<file path="config.mk">
export PLATFORM = sky130hd
export DESIGN_NAME = reset_sequencer_flat
export DESIGN_NICKNAME = d
export VERILOG_FILES = /design/src/rtl/reset_seq_pkg.sv /design/src/rtl/reset_sequencer_if.sv /design/src/rtl/reset_sync.sv /design/src/rtl/reset_sequencer.sv /design/src/flat_wrapper.sv
export SDC_FILE = /design/constraint.sdc
export NUM_CORES = 1
export LEC_CHECK = 0
export CAP_MARGIN = 20
export CORE_MARGIN = 2
export CORE_UTILIZATION = 60
export CTS_BUF_LIST = sky130_fd_sc_hd__clkbuf_8
export CTS_CLUSTER_SIZE = 8
export DETAILED_ROUTE_END_ITERATION = 12
export PLACE_DENSITY = 0.83
export SLEW_MARGIN = 20
export SYNTH_ARGS = -nofsm -noshare
export SYNTH_HDL_FRONTEND = slang
export SYNTH_HIERARCHICAL = 1
export SYNTH_SLANG_ARGS = --single-unit
</file>
<file path="constraint.sdc">
create_clock -name iClk -period 1.95 [get_ports iClk]
set_input_delay 0.39 -clock iClk [delete_from_list [all_inputs] [get_ports iClk]]
set_output_delay 0.39 -clock iClk [all_outputs]
set_load 0.05 [all_outputs]
</file>
<file path="src/rtl/reset_seq_pkg.sv">
// rtl/reset_seq_pkg.sv - shared types and elaboration helpers for the reset sequencer
package reset_seq_pkg;

  typedef enum logic [2:0] {
    HOLD    = 3'd0,
    RELEASE = 3'd1,
    RUN     = 3'd2,
    ASSERT  = 3'd3,
    ACK     = 3'd4
  } seqState_t;

  function automatic int idxWidth(input int numStages);
    return (numStages <= 1) ? 1 : $clog2(numStages);
  endfunction

  // Counter must hold STAGE_DELAY-1; widths of 31 and above always fit an int delay.
  function automatic bit paramsOk(input int numStages, input int stageDelay,
                                  input int cntW, input int syncStages);
    return (numStages >= 1) && (numStages <= 8) && (stageDelay >= 1) &&
           (syncStages >= 2) && (cntW >= 1) &&
           ((cntW >= 31) || ((stageDelay - 1) < (1 << cntW)));
  endfunction

endpackage

</file>
<file path="src/rtl/reset_sequencer_if.sv">
// rtl/reset_sequencer_if.sv - soft-reset handshake and per-domain reset bundle
interface reset_sequencer_if #(
  parameter int NUM_STAGES = 4
);
  logic                  iSoftRstReq;
  logic                  oSoftRstAck;
  logic [NUM_STAGES-1:0] oStageRst_n;
  logic                  oAllReleased;
  logic                  oBusy;

  modport master (
    output iSoftRstReq,
    input  oSoftRstAck, oStageRst_n, oAllReleased, oBusy
  );

  modport slave (
    input  iSoftRstReq,
    output oSoftRstAck, oStageRst_n, oAllReleased, oBusy
  );
endinterface

</file>
<file path="src/rtl/reset_sync.sv">
// rtl/reset_sync.sv - async-assert, sync-deassert reset release synchroniser
module reset_sync #(
  parameter int SYNC_STAGES = 2
) (
  input  logic iClk,
  input  logic iRst_n,
  output logic oRstSync
);

  logic [SYNC_STAGES-1:0] chain;

  if (SYNC_STAGES < 2) begin : gBadDepth
    $error("reset_sync: SYNC_STAGES must be at least 2");
  end

  always_ff @(posedge iClk or negedge iRst_n) begin
    if (!iRst_n) begin
      chain <= '0;
    end else begin
      chain <= {chain[SYNC_STAGES-2:0], 1'b1};
    end
  end

  assign oRstSync = chain[SYNC_STAGES-1];

endmodule

</file>
<file path="src/rtl/reset_sequencer.sv">
// rtl/reset_sequencer.sv - ordered release of reset domains with soft-reset handshake
module reset_sequencer
  import reset_seq_pkg::*;
#(
  parameter int NUM_STAGES  = 4,
  parameter int STAGE_DELAY = 16,
  parameter int CNT_W       = 16,
  parameter int SYNC_STAGES = 2
) (
  input  logic        iClk,
  input  logic        iRst_n,
  reset_sequencer_if.slave bus
);

  localparam int                IDX_W    = idxWidth(NUM_STAGES);
  localparam logic [CNT_W-1:0]  CNT_LAST = CNT_W'(STAGE_DELAY - 1);
  localparam logic [IDX_W-1:0]  IDX_LAST = IDX_W'(NUM_STAGES - 1);

  if (!paramsOk(NUM_STAGES, STAGE_DELAY, CNT_W, SYNC_STAGES)) begin : gBadParams
    $error("reset_sequencer: illegal parameter combination");
  end

  seqState_t             stateQ, stateD;
  logic [CNT_W-1:0]      cntQ, cntD;
  logic [IDX_W-1:0]      idxQ, idxD;
  logic [NUM_STAGES-1:0] stageQ, stageD;
  logic                  ackQ, ackD;
  logic                  allRelQ, allRelD;
  logic                  busyQ, busyD;
  logic                  rstSync;
  logic                  termCnt;

  reset_sync #(.SYNC_STAGES(SYNC_STAGES)) uSync (
    .iClk    (iClk),
    .iRst_n  (iRst_n),
    .oRstSync(rstSync)
  );

  assign termCnt = (cntQ == CNT_LAST);

  always_ff @(posedge iClk or negedge iRst_n) begin
    if (!iRst_n) begin
      stateQ  <= HOLD;
      cntQ    <= '0;
      idxQ    <= '0;
      stageQ  <= '0;
      ackQ    <= 1'b0;
      allRelQ <= 1'b0;
      busyQ   <= 1'b1;
    end else begin
      stateQ  <= stateD;
      cntQ    <= cntD;
      idxQ    <= idxD;
      stageQ  <= stageD;
      ackQ    <= ackD;
      allRelQ <= allRelD;
      busyQ   <= busyD;
    end
  end

  always_comb begin
    stateD  = stateQ;
    cntD    = cntQ;
    idxD    = idxQ;
    stageD  = stageQ;
    ackD    = ackQ;
    allRelD = allRelQ;
    busyD   = busyQ;
    case (stateQ)
      // HOLD releases stage 0 (index is 0 there); RELEASE continues upward.
      HOLD, RELEASE: begin
        if (rstSync) begin
          if (termCnt) begin
            cntD         = '0;
            stageD[idxQ] = 1'b1;
            if (idxQ == IDX_LAST) begin
              stateD  = RUN;
              allRelD = 1'b1;
              busyD   = 1'b0;
            end else begin
              idxD   = idxQ + 1'b1;
              stateD = RELEASE;
            end
          end else begin
            cntD = cntQ + 1'b1;
          end
        end
      end
      RUN: begin
        if (bus.iSoftRstReq) begin
          stateD  = ASSERT;
          idxD    = IDX_LAST;
          allRelD = 1'b0;
          busyD   = 1'b1;
        end
      end
      ASSERT: begin
        stageD[idxQ] = 1'b0;
        if (idxQ == '0) begin
          stateD = ACK;
        end else begin
          idxD = idxQ - 1'b1;
        end
      end
      ACK: begin
        // Ack is always raised for at least one cycle, even if the request already dropped.
        if (!ackQ) begin
          ackD = 1'b1;
        end else if (!bus.iSoftRstReq) begin
          ackD   = 1'b0;
          cntD   = '0;
          stateD = HOLD;
        end
      end
      default: begin
        stateD = HOLD;
      end
    endcase
  end

  assign bus.oStageRst_n  = stageQ;
  assign bus.oSoftRstAck  = ackQ;
  assign bus.oAllReleased = allRelQ;
  assign bus.oBusy        = busyQ;

endmodule

</file>
<file path="src/flat_wrapper.sv">
// flat-port wrapper written by rule: the top's interface ports become plain ports
module reset_sequencer_flat import reset_seq_pkg::*;
#(
  parameter int NUM_STAGES  = 4,
  parameter int STAGE_DELAY = 16,
  parameter int CNT_W       = 16,
  parameter int SYNC_STAGES = 2
)
  (iClk, iRst_n, bus_iSoftRstReq, bus_oSoftRstAck, bus_oStageRst_n, bus_oAllReleased, bus_oBusy);
  reset_sequencer_if #(.NUM_STAGES(NUM_STAGES)) bus_i ();
  input  logic iClk;
  input  logic iRst_n;
  input wire logic [$bits(bus_i.iSoftRstReq)-1:0] bus_iSoftRstReq;
  output wire logic [$bits(bus_i.oSoftRstAck)-1:0] bus_oSoftRstAck;
  output wire logic [$bits(bus_i.oStageRst_n)-1:0] bus_oStageRst_n;
  output wire logic [$bits(bus_i.oAllReleased)-1:0] bus_oAllReleased;
  output wire logic [$bits(bus_i.oBusy)-1:0] bus_oBusy;
  assign bus_i.iSoftRstReq = bus_iSoftRstReq;
  assign bus_oSoftRstAck = bus_i.oSoftRstAck;
  assign bus_oStageRst_n = bus_i.oStageRst_n;
  assign bus_oAllReleased = bus_i.oAllReleased;
  assign bus_oBusy = bus_i.oBusy;
  reset_sequencer #(.NUM_STAGES(NUM_STAGES), .STAGE_DELAY(STAGE_DELAY), .CNT_W(CNT_W), .SYNC_STAGES(SYNC_STAGES)) u_core (.iClk(iClk), .iRst_n(iRst_n), .bus(bus_i));
endmodule
</file>
; Word-level counts from Yosys, hierarchy flattened
; Cells that the tools add are included.
[classes]
addsub = 3
n_lt_le_gt_ge = 2
eq_ne = 15
muxes = 36
bitwise_logic = 3
n_reduce_logical = 13
[op_table]
columns = cell, n
row1 = 16-bit two-way mux, 4
row2 = 16-bit one-hot mux with 2 select lines, 1
row3 = 3-bit two-way mux, 6
row4 = 16-bit by 1-bit adder with 16-bit output (second input constant), 1
row5 = 16-bit by 4-bit equality test with 1-bit output (second input constant), 1
row6 = 2-bit two-way mux, 6
row7 = 3-bit one-hot mux with 4 select lines, 1
row8 = 6-bit AND reduction, 2
row9 = 1-bit two-way mux, 11
row10 = 2-bit != test (second input constant), 5
row11 = 4-bit two-way mux, 2
row12 = 2-bit by 1-bit != test with 1-bit output (second input constant), 4
row13 = 4-bit one-hot mux with 2 select lines, 1
row14 = 3-bit by 2-bit equality test with 1-bit output (second input constant), 2
row15 = 2-bit one-hot mux with 3 select lines, 1
row16 = 2-bit nonzero test, 3
row17 = 5-bit AND reduction, 1
row18 = 4-bit bitwise AND, 1
row19 = 4-bit NOT, 1
row20 = 4-bit OR, 1
row21 = 1-bit one-hot mux with 2 select lines, 2
row22 = 4-bit AND reduction, 1
row23 = 3-bit by 1-bit equality test with 1-bit output (second input constant), 1
row24 = 3-bit equality test (second input constant), 1
row25 = other kinds (12), 12
[totals]
reg_bits = 30
inputBits = 3
out_inout_bits = 7
wordCells = 80

; Logic depth before layout (Yosys ltp)
[logic_depth]
word_depth = 8
mapped_depth = 7
depth_no_buf = 5

; Cells and area by module
; The synthesis kept the hierarchy.
[modules_own_cells]
columns = module, n_inst, cells_each, area_per_inst_um2, seq_area_each_um2
row1 = reset_sequencer, 1, 164, 1597.8, 701.9
row2 = reset_sync, 1, 3, 53.8, 50.0

; Worst setup path after synthesis
; OpenSTA, ideal clock, no wires.
[synth_path]
path_kind = register to register
from = reg u_core.ackQ, in the netlist u_core/bus.oSoftRstAck
to = reg u_core.cntQ[13]
arrival_ns = 1.807
required_time_ns = 1.872
slack_ns = 0.066
path_stages_with_launch = 6
n_path_buf = 1
period_less_slack_ns = 1.884
cell_sequence = dfrtp_1 > nand4bb_4 > a21o_1 > buf_6 > or4_1 > a21oi_1
[synth_between]
elab_chain_len = 2
[synth_lines]
columns = item, line
row1 = "start, declared", reset_sequencer.sv:27  ; logic ackQ, ackD;
row2 = "start signal, assigned", reset_sequencer.sv:55  ; ackQ <= ackD;
row3 = 2-bit by 1-bit != test with 1-bit output (no source line), n/a
row4 = 4-bit AND reduction (no source line), n/a
row5 = "end signal, assigned", reset_sequencer.sv:52  ; cntQ <= cntD;
row6 = "end, declared", reset_sequencer.sv:24  ; logic [CNT_W-1:0] cntQ, cntD;
; No other way between the ends.
; A chain may end at the register's enable or synchronous reset.

==> impl_metrics.tcl <==
set metrics [dict create \
    cp_slowest_cell "clkdlybuf4s50_1" \
    muxShareOfSynthArea_pct 1.97 \
    io_buffers 9 \
    root_buffer "clkbuf_8" \
    status "complete, no violations" \
    setup_ws_ns 0.122 \
    yosysSeqAreaShare_pct 45.5 \
    path_delay_family "buffers and inverters" \
    ys.flop_type "dfrtp_1" \
    ios 10 \
    ys_top_cells_by_area "dfrtp_1 (44%), a21oi_1 (4.2%), nand2_1 (2.7%), o31ai_1 (2.7%), or4_1 (2.7%)" \
    total_power_mw 2.23 \
    drt.antenna.violating_nets 0 \
    vias 1453 \
    synth_xor_xnor_area_share_pct 0.530 \
    rsz0062_at_grt "false" \
    rows 19 \
    grt_util_all_layers_pct 25.8 \
    worst-path-buf-inv 1 \
    clk_pin_slew_ns 0.06 \
    reg2reg_depth 4 \
    core_area_sq_um 2690 \
    cts_max_level 2 \
    path_class "flip-flop to output port" \
    async_flop_share_pct 100 \
    cp_data_arrival_time_ns 1.44 \
    routedWlPerCell_microns 16.7 \
    clock_skew_ns 0.00683 \
    cpPeakStageDelay_ns 0.82 \
    yosys_warnings 6 \
    fin_area_sq_um 1980 \
    fmax_mhz 547 \
    start_kind "flip-flop" \
    clk_latency_ns 0.28 \
    cts_tree "yes" \
    instances_no_fill 223 \
    finalCritPeriodShare_pct 93.7 \
    synth_cell_types 52 \
    drcViolationCount 0 \
    worst_slew_pin_slew_ns 0.508 \
    syn_inst 167 \
    dp_slack_ns -0.143 \
    yosysMostFrequentCell "dfrtp_1" \
    grt_pass1_vias 1441 \
    post-route-min-period_ns 1.83 \
    crit_chain "clkdlybuf4s50_1" \
    final_nets 195 \
    synth_compound_area_share_pct 22.9 \
    slew_headroom_pct 65.8 \
    synth_simple_gate_area_share_pct 24.0 \
    drive_above_1_share_pct 18.2 \
    area_growth_pct 19.6 \
    hold-path-cell-count 0 \
    path_max_fanout 2 \
    postSynthAreaPerCell_sq_um 9.89 \
    wirelength_mm 3.74 \
    cts_buffers 5 \
    place_hpwl_mm 2.62 \
    synth_top_area_share_pct 43.9 \
    finalMaxSlewViolations 0 \
    hold_viol 0 \
    gp_congestion 0.789 \
    globalRouteOverflowTotal 0 \
    ys_seq_elements 30 \
    path_depth 1 \
    p_leak_nw 0.838 \
    drtIter0Drc 85 \
    drt_first_pass_iters 4 \
    synthTopCellsByCount "dfrtp_1 (29), a21oi_1 (14), nand2_1 (12)" \
    place_inst 215 \
    die_h_microns 56.5 \
    initial_core_util_pct 61.5 \
    synthAdderAreaFrac_pct 0.758 \
    viasPerCell 6.52 \
    grt_pass1_wl_mm 6.46 \
    setup_viol 0 \
    synth_nets 171 \
    hold_buffers 0 \
    synth_edf_count 0 \
    hp-class "flip-flop to flip-flop" \
    diodes 0 \
    synth.cell_area_sq_um 1650 \
    worst_setup_path_end_kind "output port" \
    p_per_area_nw_per_um2 1130 \
    clk_path_buf_depth 2 \
    cts.sink_count 30 \
    fp.dieW_microns 56.5 \
    antenna_found_initial 0 \
    die_area_sq_um 3190 \
    grt_max_degree 31 \
    synth_top_family_by_area "simple AND/OR/NAND/NOR gates" \
    drv_cap 0 \
    ir_drop_v 0.000844 \
    yosysTopAreaCell "dfrtp_1" \
    required_ns 1.56 \
    place_area_sq_um 1850 \
]
==> layout by cell type, fill, tap and decap left out, types with 2 or more instances in the layout <==
cell and n:
o21ai_0 5, nand4_1 3, o31ai_1 6, o21a_1 2, o22a_1 2, a21o_1 2, nand2b_1 3, a21oi_1 14
nor4_1 3, a211oi_1 3, clkbuf_8 8, o21ai_1 3, buf_4 18, or4_1 6, inv_1 5, and4_1 2
nor2_1 10, clkdlybuf4s50_1 7, nand3_1 5, dfrtp_1 29, a211o_1 2, a31oi_1 7, nand2_1 12, a41oi_1 3
nor4_4 3, and3_1 2, nor3_1 2
==> metrics by stage <==
step	hold WS, ns	util (%)	setup TNS [ns]
3_5_place_dp	0.346	68.7	-0.949
5_1_grt	0.363	73.5	0
6_report	0.354	73.5	0
3_3_place_gp	0.333	68.7	-0.645
2_1_floorplan	0.0944	-	0
4_1_cts	0.360	72.8	0
==> where the power goes <==
part	internal (mW)	switching [mW]	leakage, nW
logic	0.276	0.394	0.399
clock network	0.356	0.224	0.0575
registers	0.769	0.209	0.382
==> path summary, 6_finish.rpt <==
kind / slack (ns) / endpoint / from
setup / recovery: 0.12 / bus_oStageRst_n[1] / flip-flop
hold / removal: 0.35 / u_core/uSync/chain[1] / u_core/uSync/chain[0]
setup reg to reg: 0.17 / u_core/stateQ[0] / u_core/cntQ[12]
hold reg to reg: 0.35 / u_core/uSync/chain[1] / u_core/uSync/chain[0]
max in group asynchronous: 1.14 / u_core/bus.oBusy / iRst_n
min in group asynchronous: 0.49 / u_core/cntQ[3] / iRst_n
==> timing repair <==
item / CTS / global route
setup buffers: 0 / 0
resized for setup: 0 / 3
endpoints found under the hold margin: 0 / 0
endpoints found under the setup margin: 0 / 1
==> final cells by class <==
cell class / count / area (sq um)
Multi-Input combinational cell: 124 / 851
Tap cell: 31 / 38.8
Clock buffer: 8 / 110
Inverter: 5 / 18.8
Sequential cell: 30 / 752
Timing Repair Buffer: 25 / 205
Fill cell: 183 / 711
==> cell families after synthesis <==
| kind of cell | count (synthesis) |
|---|---|
| simple gates | 62 |
| other cells | 1 |
| mux | 3 |
| fa+ha+maj | 1 |
| xor+xnor | 1 |
| compound gates | 56 |
| buf+inv | 13 |
| flops | 30 |
==> per-layer routing <==
layer | vias up | share of wire (%) | GRT usage (%)
met3 | 7 | 3.0 | 4.84
li1 | 686 | - | -
met5 | - | 0 | 0
met4 | 0 | 1.7 | 10.5
met1 | 720 | 43 | 31.8
met2 | 40 | 52 | 44.2
No activity file was read; power rests on OpenSTA's default activity.
